==> config.mk <==
export PLATFORM = sky130hd
export DESIGN_NAME = router_grant_ctrl
export DESIGN_NICKNAME = d
export VERILOG_FILES = /design/src/rtl/router_pkg.sv /design/src/rtl/router_out_arb.sv /design/src/rtl/router_grant_ctrl.sv
export SDC_FILE = /design/constraint.sdc
export NUM_CORES = 1
export LEC_CHECK = 0
export CAP_MARGIN = 10
export CORE_ASPECT_RATIO = 0.5
export CORE_MARGIN = 2
export CORE_UTILIZATION = 56
export DETAILED_ROUTE_END_ITERATION = 10
export HOLD_SLACK_MARGIN = 0.15
export PLACE_DENSITY = 0.85
export SYNTH_ARGS = -nofsm -noshare
export SYNTH_HDL_FRONTEND = slang
export SYNTH_HIERARCHICAL = 1
export SYNTH_SLANG_ARGS = --single-unit
==> constraint.sdc <==
create_clock -name clk -period 4.98 [get_ports clk]
set_clock_uncertainty 0.1 [all_clocks]
set_input_delay 0.996 -clock clk [delete_from_list [all_inputs] [get_ports clk]]
set_output_delay 0.996 -clock clk [all_outputs]
set_load 0.01 [all_outputs]
==> src/rtl/router_pkg.sv <==
// Shared types and sizing for the 4x4 router grant controller.
package router_pkg;

    localparam int N_PORTS = 4;
    localparam int ADDR_W  = $clog2(N_PORTS);

    typedef logic [ADDR_W-1:0] port_idx_t;

    typedef enum logic {
        ARB_IDLE = 1'b0,
        ARB_BUSY = 1'b1
    } arb_state_t;

    // Round-robin successor; N_PORTS is a power of 2, so the natural wrap is the modulo.
    function automatic port_idx_t next_idx(input port_idx_t p);
        return p + port_idx_t'(1);
    endfunction

endpackage

==> src/rtl/router_out_arb.sv <==
// One output port's arbiter: round-robin pick in IDLE, packet-long hold in BUSY.
module router_out_arb
    import router_pkg::*;
(
    input  logic               clk,
    input  logic               reset,
    input  logic [N_PORTS-1:0] i_cand,      // inputs requesting this output
    input  logic [N_PORTS-1:0] i_req,       // raw requests, used to detect abort by the owner
    input  logic [N_PORTS-1:0] i_eop,       // end-of-packet pulses from all inputs
    output logic               o_busy,
    output port_idx_t          o_sel,
    output logic [N_PORTS-1:0] o_owner_oh
);

    arb_state_t r_state;
    arb_state_t w_state_nxt;
    port_idx_t  r_owner;
    port_idx_t  w_owner_nxt;
    port_idx_t  r_ptr;
    port_idx_t  w_ptr_nxt;
    logic       w_found;
    port_idx_t  w_winner;
    logic       w_release;

    // Round-robin search starting at the priority pointer.
    always_comb begin
        port_idx_t v_idx;
        w_found  = 1'b0;
        w_winner = r_ptr;
        v_idx    = r_ptr;
        for (int k = 0; k < N_PORTS; k++) begin
            v_idx = r_ptr + port_idx_t'(k);
            if (!w_found && i_cand[v_idx]) begin
                w_found  = 1'b1;
                w_winner = v_idx;
            end else begin
                w_found  = w_found;
            end
        end
    end

    // Owner ends its packet with EOP or aborts by dropping its request.
    always_comb begin
        w_release = i_eop[r_owner] || !i_req[r_owner];
    end

    // State, owner and pointer registers.
    always_ff @(posedge clk) begin
        if (reset) begin
            r_state <= ARB_IDLE;
            r_owner <= '0;
            r_ptr   <= '0;
        end else begin
            r_state <= w_state_nxt;
            r_owner <= w_owner_nxt;
            r_ptr   <= w_ptr_nxt;
        end
    end

    // Next-state logic; owner is kept after release so o_sel holds its last value.
    always_comb begin
        w_state_nxt = r_state;
        w_owner_nxt = r_owner;
        w_ptr_nxt   = r_ptr;
        case (r_state)
            ARB_IDLE: begin
                if (w_found) begin
                    w_state_nxt = ARB_BUSY;
                    w_owner_nxt = w_winner;
                end else begin
                    w_state_nxt = ARB_IDLE;
                end
            end
            ARB_BUSY: begin
                if (w_release) begin
                    w_state_nxt = ARB_IDLE;
                    w_ptr_nxt   = next_idx(r_owner);
                end else begin
                    w_state_nxt = ARB_BUSY;
                end
            end
            default: begin
                w_state_nxt = ARB_IDLE;
            end
        endcase
    end

    // Outputs decoded purely from registers.
    always_comb begin
        o_busy     = (r_state == ARB_BUSY);
        o_sel      = r_owner;
        o_owner_oh = {N_PORTS{1'b0}};
        if (r_state == ARB_BUSY) begin
            o_owner_oh[r_owner] = 1'b1;
        end else begin
            o_owner_oh = {N_PORTS{1'b0}};
        end
    end

endmodule

==> src/rtl/router_grant_ctrl.sv <==
// Grant controller: one round-robin arbiter per output, grants merged per input.
module router_grant_ctrl
    import router_pkg::*;
(
    input  logic                      clk,
    input  logic                      reset,
    input  logic [N_PORTS-1:0]        i_req,
    input  logic [N_PORTS*ADDR_W-1:0] i_dst_addr,
    input  logic [N_PORTS-1:0]        i_eop,
    output logic [N_PORTS-1:0]        o_gnt,
    output logic [N_PORTS*ADDR_W-1:0] o_sel,
    output logic [N_PORTS-1:0]        o_busy
);

    logic [N_PORTS-1:0] w_cand     [N_PORTS];
    logic [N_PORTS-1:0] w_owner_oh [N_PORTS];

    // Destination decode: candidate vector per output.
    always_comb begin
        for (int j = 0; j < N_PORTS; j++) begin
            for (int i = 0; i < N_PORTS; i++) begin
                w_cand[j][i] = i_req[i] &&
                               (i_dst_addr[i*ADDR_W +: ADDR_W] == port_idx_t'(j));
            end
        end
    end

    for (genvar j = 0; j < N_PORTS; j++) begin : g_arb
        router_out_arb u_arb (
            .clk        (clk),
            .reset      (reset),
            .i_cand     (w_cand[j]),
            .i_req      (i_req),
            .i_eop      (i_eop),
            .o_busy     (o_busy[j]),
            .o_sel      (o_sel[j*ADDR_W +: ADDR_W]),
            .o_owner_oh (w_owner_oh[j])
        );
    end

    // Grant per input: OR of owner one-hots, all sourced from arbiter registers.
    always_comb begin
        o_gnt = {N_PORTS{1'b0}};
        for (int j = 0; j < N_PORTS; j++) begin
            o_gnt = o_gnt | w_owner_oh[j];
        end
    end

endmodule

==> impl_metrics.py, run 1 <==
metrics = {
    "floorplanning": {
        "initial_core_util_pct": 58.8,
        "die_area_mm2": 0.00366,
        "die_w_um": 83.6,
        "core.rowCount": 14,
        "die_h_um": 43.8,
        "coreArea_mm2": 0.00301,
        "num_io_pins": 34,
    },
    "job": {
        "maxCapViolCount": 0,
    },
    "synthesis": {
        "syn_inst": 224,
        "synthTopCellsByArea": "dfxtp_1 23%, ha_1 11%, nor2b_1 6.7%",
        "syn-num-nets": 258,
        "avgSynthCellArea_um2": 7.91,
        "synth_largest_area_cell": "dfxtp_1",
        "seq_area_frac_synth_pct": 22.6,
        "syn-cell-area_mm2": 0.00177,
        "ys_types": 31,
        "post-synth-top-area-fraction_pct": 22.6,
        "yosysWarnings": 6,
        "ys_ff_latch": 20,
    },
    "setup_path": {
        "cp.required_ps": 3880,
        "path_max_fanout": 9,
        "path_class": "register to output pin",
        "cp-start-kind": "register",
        "arrival_ps": 2250,
        "reg2reg_setup_slack_ps": 3420,
        "cp-end-kind": "output pin",
        "reg2reg_depth": 4,
    },
    "clock_tree": {
        "clock_latency_ps": 260,
        "postCtsResizedCells": 0,
        "clock-sinks": 20,
        "clk_pin_slew_ps": 70,
        "hold_buffers": 0,
        "cts_setup_buffers": 0,
        "cts_buffers": 3,
        "clockBufferDepth": 2,
        "cts_max_level": 1,
        "cts_root_buffer": "clkbuf_8",
        "tritoncts": "yes",
    },
    "cells_and_area": {
        "mostFrequentLayoutCell": "clkdlybuf4s50_1",
        "drive_gt1_share_pct": 4.30,
        "nFillCells": 255,
        "final_nets": 292,
        "syn2layout_area_growth_pct": 22.9,
        "diodes": 0,
        "final_util_pct": 72.3,
        "final_cell_mix": "33 x clkdlybuf4s50_1, 21 x inv_1, 20 x dfxtp_1",
        "final_cells": 296,
    },
    "routing": {
        "drtIter0Drc": 90,
        "wl_um": 4780,
        "drc": 0,
        "ant_nets": 0,
        "vias_per_cell": 5.86,
        "post_drt_wl_per_cell_um": 16.2,
        "vias": 1736,
        "dr.pass1.iters": 4,
    },
    "placement": {
        "io_buffer_count": 33,
        "placed_cells": 293,
        "gp_congestion": 0.825,
        "dpl.hpwl_um": 3620,
    },
    "timing": {
        "min_period_ps": 3340,
        "fmax_mhz": 299,
        "fin_tns_setup_ps": 0,
        "setup_viol": 0,
        "slew_headroom_pct": 42.4,
        "min_period_over_period_pct": 67.1,
        "rsz0062_at_grt": "no",
        "tightest_slew_ps": 861,
        "hold_violations": 0,
        "slew_violations": 0,
    },
    "global_route": {
        "grt_usage_pct": 27.5,
        "grt_max_degree": 26,
        "antenna_found_initial": 0,
        "grt_pass1_vias": 1618,
        "overflow": 0,
        "grt_pass1_wl_um": 8010,
    },
    "pwr": {
        "power_density_mw_per_mm2": 204,
        "peakVddDrop_uv": 143,
        "leakage_nw": 0.884,
    },
    "min_path": {
        "holdCritPathClass": "register to register",
        "whs_path_depth": 2,
    },
    "run_status": {
        "outcome": "completed",
    },
}
-- cells by family after synthesis --
logic type	Yosys count	synth area share (%)
adders and majority gates	16	11.3
AOI/OAI and AO/OA	49	18.6
muxes	7	4.80
buffers and inverters	25	5.29
and+or+nand+nor	107	37.4
DFF	20	22.6
-- cell type report --
cell class / instances / area [um^2] / area share (%)
multi-input cells: 179 / 1280 / 58.7
flip-flops and latches: 20 / 400 / 18.4
clock buffers: 3 / 41.3 / 1.89
inverters: 21 / 78.8 / 3.62
well taps: 40 / 50.0 / 2.30
repair buffers: 33 / 330 / 15.2
-- flip-flops by register name (all words and copies together) (netlist names) --
name and count:
g_arb.u_arb/o_sel 8, g_arb.u_arb/o_busy 4, g_arb.u_arb/r_ptr 8
-- worst max-delay path, cell delays in order (launching register included) --
cell             delay [ps]
dfxtp_1                 510
inv_1                   140
ha_1                    220
and2_1                  140
or4_1                   480
clkdlybuf4s50_1         500
-- final timing paths --
kind / to / startpoint
max: o_gnt[0] / g_arb[3].u_arb/o_sel[0]
min: g_arb[2].u_arb/r_ptr[1] / g_arb[2].u_arb/r_ptr[1]
max reg2reg: g_arb[1].u_arb/r_ptr[0] / g_arb[1].u_arb/o_sel[1]
min reg2reg: g_arb[2].u_arb/r_ptr[1] / g_arb[2].u_arb/r_ptr[1]
-- power by group --
| part | total, mW | internal, mW | leakage (nW) | switching (mW) |
|---|---|---|---|---|
| Sequential | 0.199 | 0.173 | 0.164 | 0.0258 |
| Clock | 0.107 | 0.0539 | 0.0216 | 0.0534 |
| Combinational | 0.138 | 0.0735 | 0.699 | 0.0641 |
| Total | 0.444 | 0.301 | 0.884 | 0.143 |
-- layer usage --
metal	part of all wire (%)	vias to the layer above	wire, um	GRT usage (%)
met3	5.9	0	281	5.71
met5	0	-	0	0
li1	-	866	-	-
met4	0	0	0	3.23
met2	46	42	2180	46.7
met1	49	828	2320	38.0
-- Yosys cell counts (all sizes together) --
cell type / instances
inv: 21
dfxtp: 20
nor2: 19
nor2b: 19
a21oi: 16
and2: 16
ha: 16
o21ai: 12
nand2b: 10
and3b: 8
nand4: 5
a32oi: 4
and3: 4
clkbuf: 4
mux2i: 4
nand3b: 4
nand4b: 4
nor3: 4
nor3b: 4
nor4: 4
o2111a: 4
o211ai: 4
o21bai: 4
o311ai: 4
or4: 4
mux2: 3
nand2: 2
o211a: 1
-- per-stage QoR --
| step | setup WS [ps] | hold WS (ps) | power, mW | cell area (um^2) |
|---|---|---|---|---|
| 2_1_floorplan | 2420 | 376 | 0.272 | 1770 |
| 3_3_place_gp | 1980 | 413 | 0.333 | 2140 |
| 3_5_place_dp | 1960 | 419 | 0.337 | 2140 |
| 4_1_cts | 1660 | 434 | 0.444 | 2180 |
| 5_1_grt | 1580 | 476 | 0.469 | 2180 |
| 6_report | 1640 | 430 | 0.444 | 2180 |
(Power assumes the default switching activity.)
==> run 2: changes to the inputs <==
- CORE_UTILIZATION: 56 -> 52
- PLACE_DENSITY: 0.85 -> 0.8
- clock period: 4.98 -> 3.1 ns (I/O delays scaled with it)
==> impl_metrics.py, run 2 (synthesis results as in run 1) <==
metrics = {
    "run_status": {
        "outcome": "completed",
    },
    "placement": {
        "pre_cts_ws_ps": 461,
        "placed_cells": 295,
        "io_buffer_count": 33,
        "dpl_cell_area_mm2": 0.00215,
        "dpl.hpwl_um": 3500,
        "gp_congestion": 0.874,
    },
    "routing": {
        "ant_nets": 0,
        "vias": 1735,
        "vias_per_cell": 5.82,
        "wl_um": 4460,
        "dr.pass1.iters": 4,
        "post_drt_wl_per_cell_um": 15.0,
        "drtIter0Drc": 128,
        "drc": 0,
    },
    "setup_path": {
        "cp-end-kind": "output pin",
        "path_max_fanout": 8,
        "r2r_end": "g_arb[1].u_arb/r_ptr[0]",
        "cp.required_ps": 2380,
        "reg2reg_depth": 4,
        "reg2reg_setup_slack_ps": 1610,
        "arrival_ps": 2220,
        "r2r-start": "g_arb[1].u_arb/o_sel[1]",
        "cp-start-kind": "register",
        "path_class": "register to output pin",
    },
    "pwr": {
        "switching_power_mw": 0.225,
        "power_density_mw_per_mm2": 324,
        "leakage_nw": 0.894,
        "netSwitchingFraction_pct": 31.7,
        "intPower_mw": 0.485,
        "power_frac_seq_pct": 44.7,
        "peakVddDrop_uv": 181,
        "pwr-share-clk_pct": 24.1,
        "p_total_mw": 0.710,
        "pwr-share-comb_pct": 31.2,
    },
    "cells_and_area": {
        "finalInstanceArea_mm2": 0.00219,
        "nFillCells": 247,
        "diodes": 0,
        "syn2layout_area_growth_pct": 23.8,
        "final_cells": 298,
        "mostFrequentLayoutCell": "clkdlybuf4s50_1",
        "final_util_pct": 70.4,
        "regArea_um2": 400,
        "multiInputGateArea_mm2": 0.00128,
        "final_cell_mix": "33 x clkdlybuf4s50_1, 21 x inv_1, 20 x dfxtp_1",
        "drive_gt1_share_pct": 5.04,
        "final_nets": 294,
    },
    "floorplanning": {
        "die_h_um": 45.3,
        "die_area_mm2": 0.00392,
        "core.rowCount": 14,
        "coreArea_mm2": 0.00312,
        "num_io_pins": 34,
        "die_w_um": 86.6,
        "initial_core_util_pct": 56.9,
    },
    "timing": {
        "hold_violations": 0,
        "hold_slack_ps": 429,
        "finalWorstSetupSlack_ps": 158,
        "fin_tns_setup_ps": 0,
        "slew_violations": 0,
        "min_period_over_period_pct": 94.9,
        "fmax_mhz": 340,
        "tightest_slew_ps": 628,
        "rsz0062_at_grt": "no",
        "slew_headroom_pct": 58.1,
        "min_period_ps": 2940,
        "setup_viol": 0,
    },
    "clock_tree": {
        "clock-sinks": 20,
        "hold_buffers": 0,
        "clockBufferDepth": 2,
        "cts_root_buffer": "clkbuf_8",
        "postCtsResizedCells": 0,
        "cts_setup_buffers": 0,
        "cts_max_level": 1,
        "tritoncts": "yes",
        "clk_pin_slew_ps": 80,
        "clock_latency_ps": 260,
        "cts_buffers": 3,
    },
    "min_path": {
        "min_to": "g_arb[0].u_arb/r_ptr[1]",
        "holdCritPathClass": "register to register",
        "min_from": "g_arb[0].u_arb/r_ptr[1]",
        "whs_path_depth": 2,
    },
    "global_route": {
        "grt_usage_pct": 24.8,
        "grt_pass1_vias": 1571,
        "antenna_found_initial": 0,
        "grt_pass1_wl_um": 7570,
        "grt_max_degree": 26,
        "overflow": 0,
    },
    "job": {
        "maxCapViolCount": 0,
    },
}
[run 2: cell count changes in the layout (fill, tap and decap cells not counted), sizes merged]
cell / before / now
buf: 0 / 2
[run 2: critical path, stage by stage, from the launching register on]
cell and delay, ps:
dfxtp_1 480, inv_1 130, ha_1 190, and2_1 150, or4_1 510, clkdlybuf4s50_1 510
[run 2: power by group through the flow]
stage	registers, mW	logic, mW	clock network [mW]
after floorplan	0.312	0.126	0
after global placement	0.320	0.217	0
after detailed placement	0.322	0.219	0
after CTS	0.317	0.221	0.174
after global routing	0.322	0.245	0.185
final	0.317	0.222	0.171
[run 2: worst max path at each step]
stage	end	slack, ps	startpoint	cells past startpoint
2_1_floorplan	o_gnt[2]	920	g_arb[1].u_arb/o_sel[0]	4
3_5_place_dp	o_gnt[2]	460	g_arb[1].u_arb/o_sel[0]	5
5_1_grt	o_gnt[2]	50	g_arb[1].u_arb/o_sel[0]	5
3_3_place_gp	o_gnt[2]	500	g_arb[1].u_arb/o_sel[0]	5
4_1_cts	o_gnt[2]	160	g_arb[1].u_arb/o_sel[0]	5
6_report	o_gnt[1]	160	g_arb[1].u_arb/o_sel[1]	5
[run 2: layout make-up]
cell class	count	area share, %
flip-flops and latches	20	18.2
multi-input cells	179	58.3
well taps	40	2.28
inverters	21	3.59
clock buffers	3	1.88
repair buffers	35	15.7
[run 2: per-layer routing]
metal	up-vias	part of all wire [%]	routed length, um	track usage (%)
met5	-	0	0	0
li1	869	-	-	-
met2	54	44	1970	38.3
met4	0	0	0	3.75
met3	0	6.0	269	4.39
met1	812	50	2220	37.0
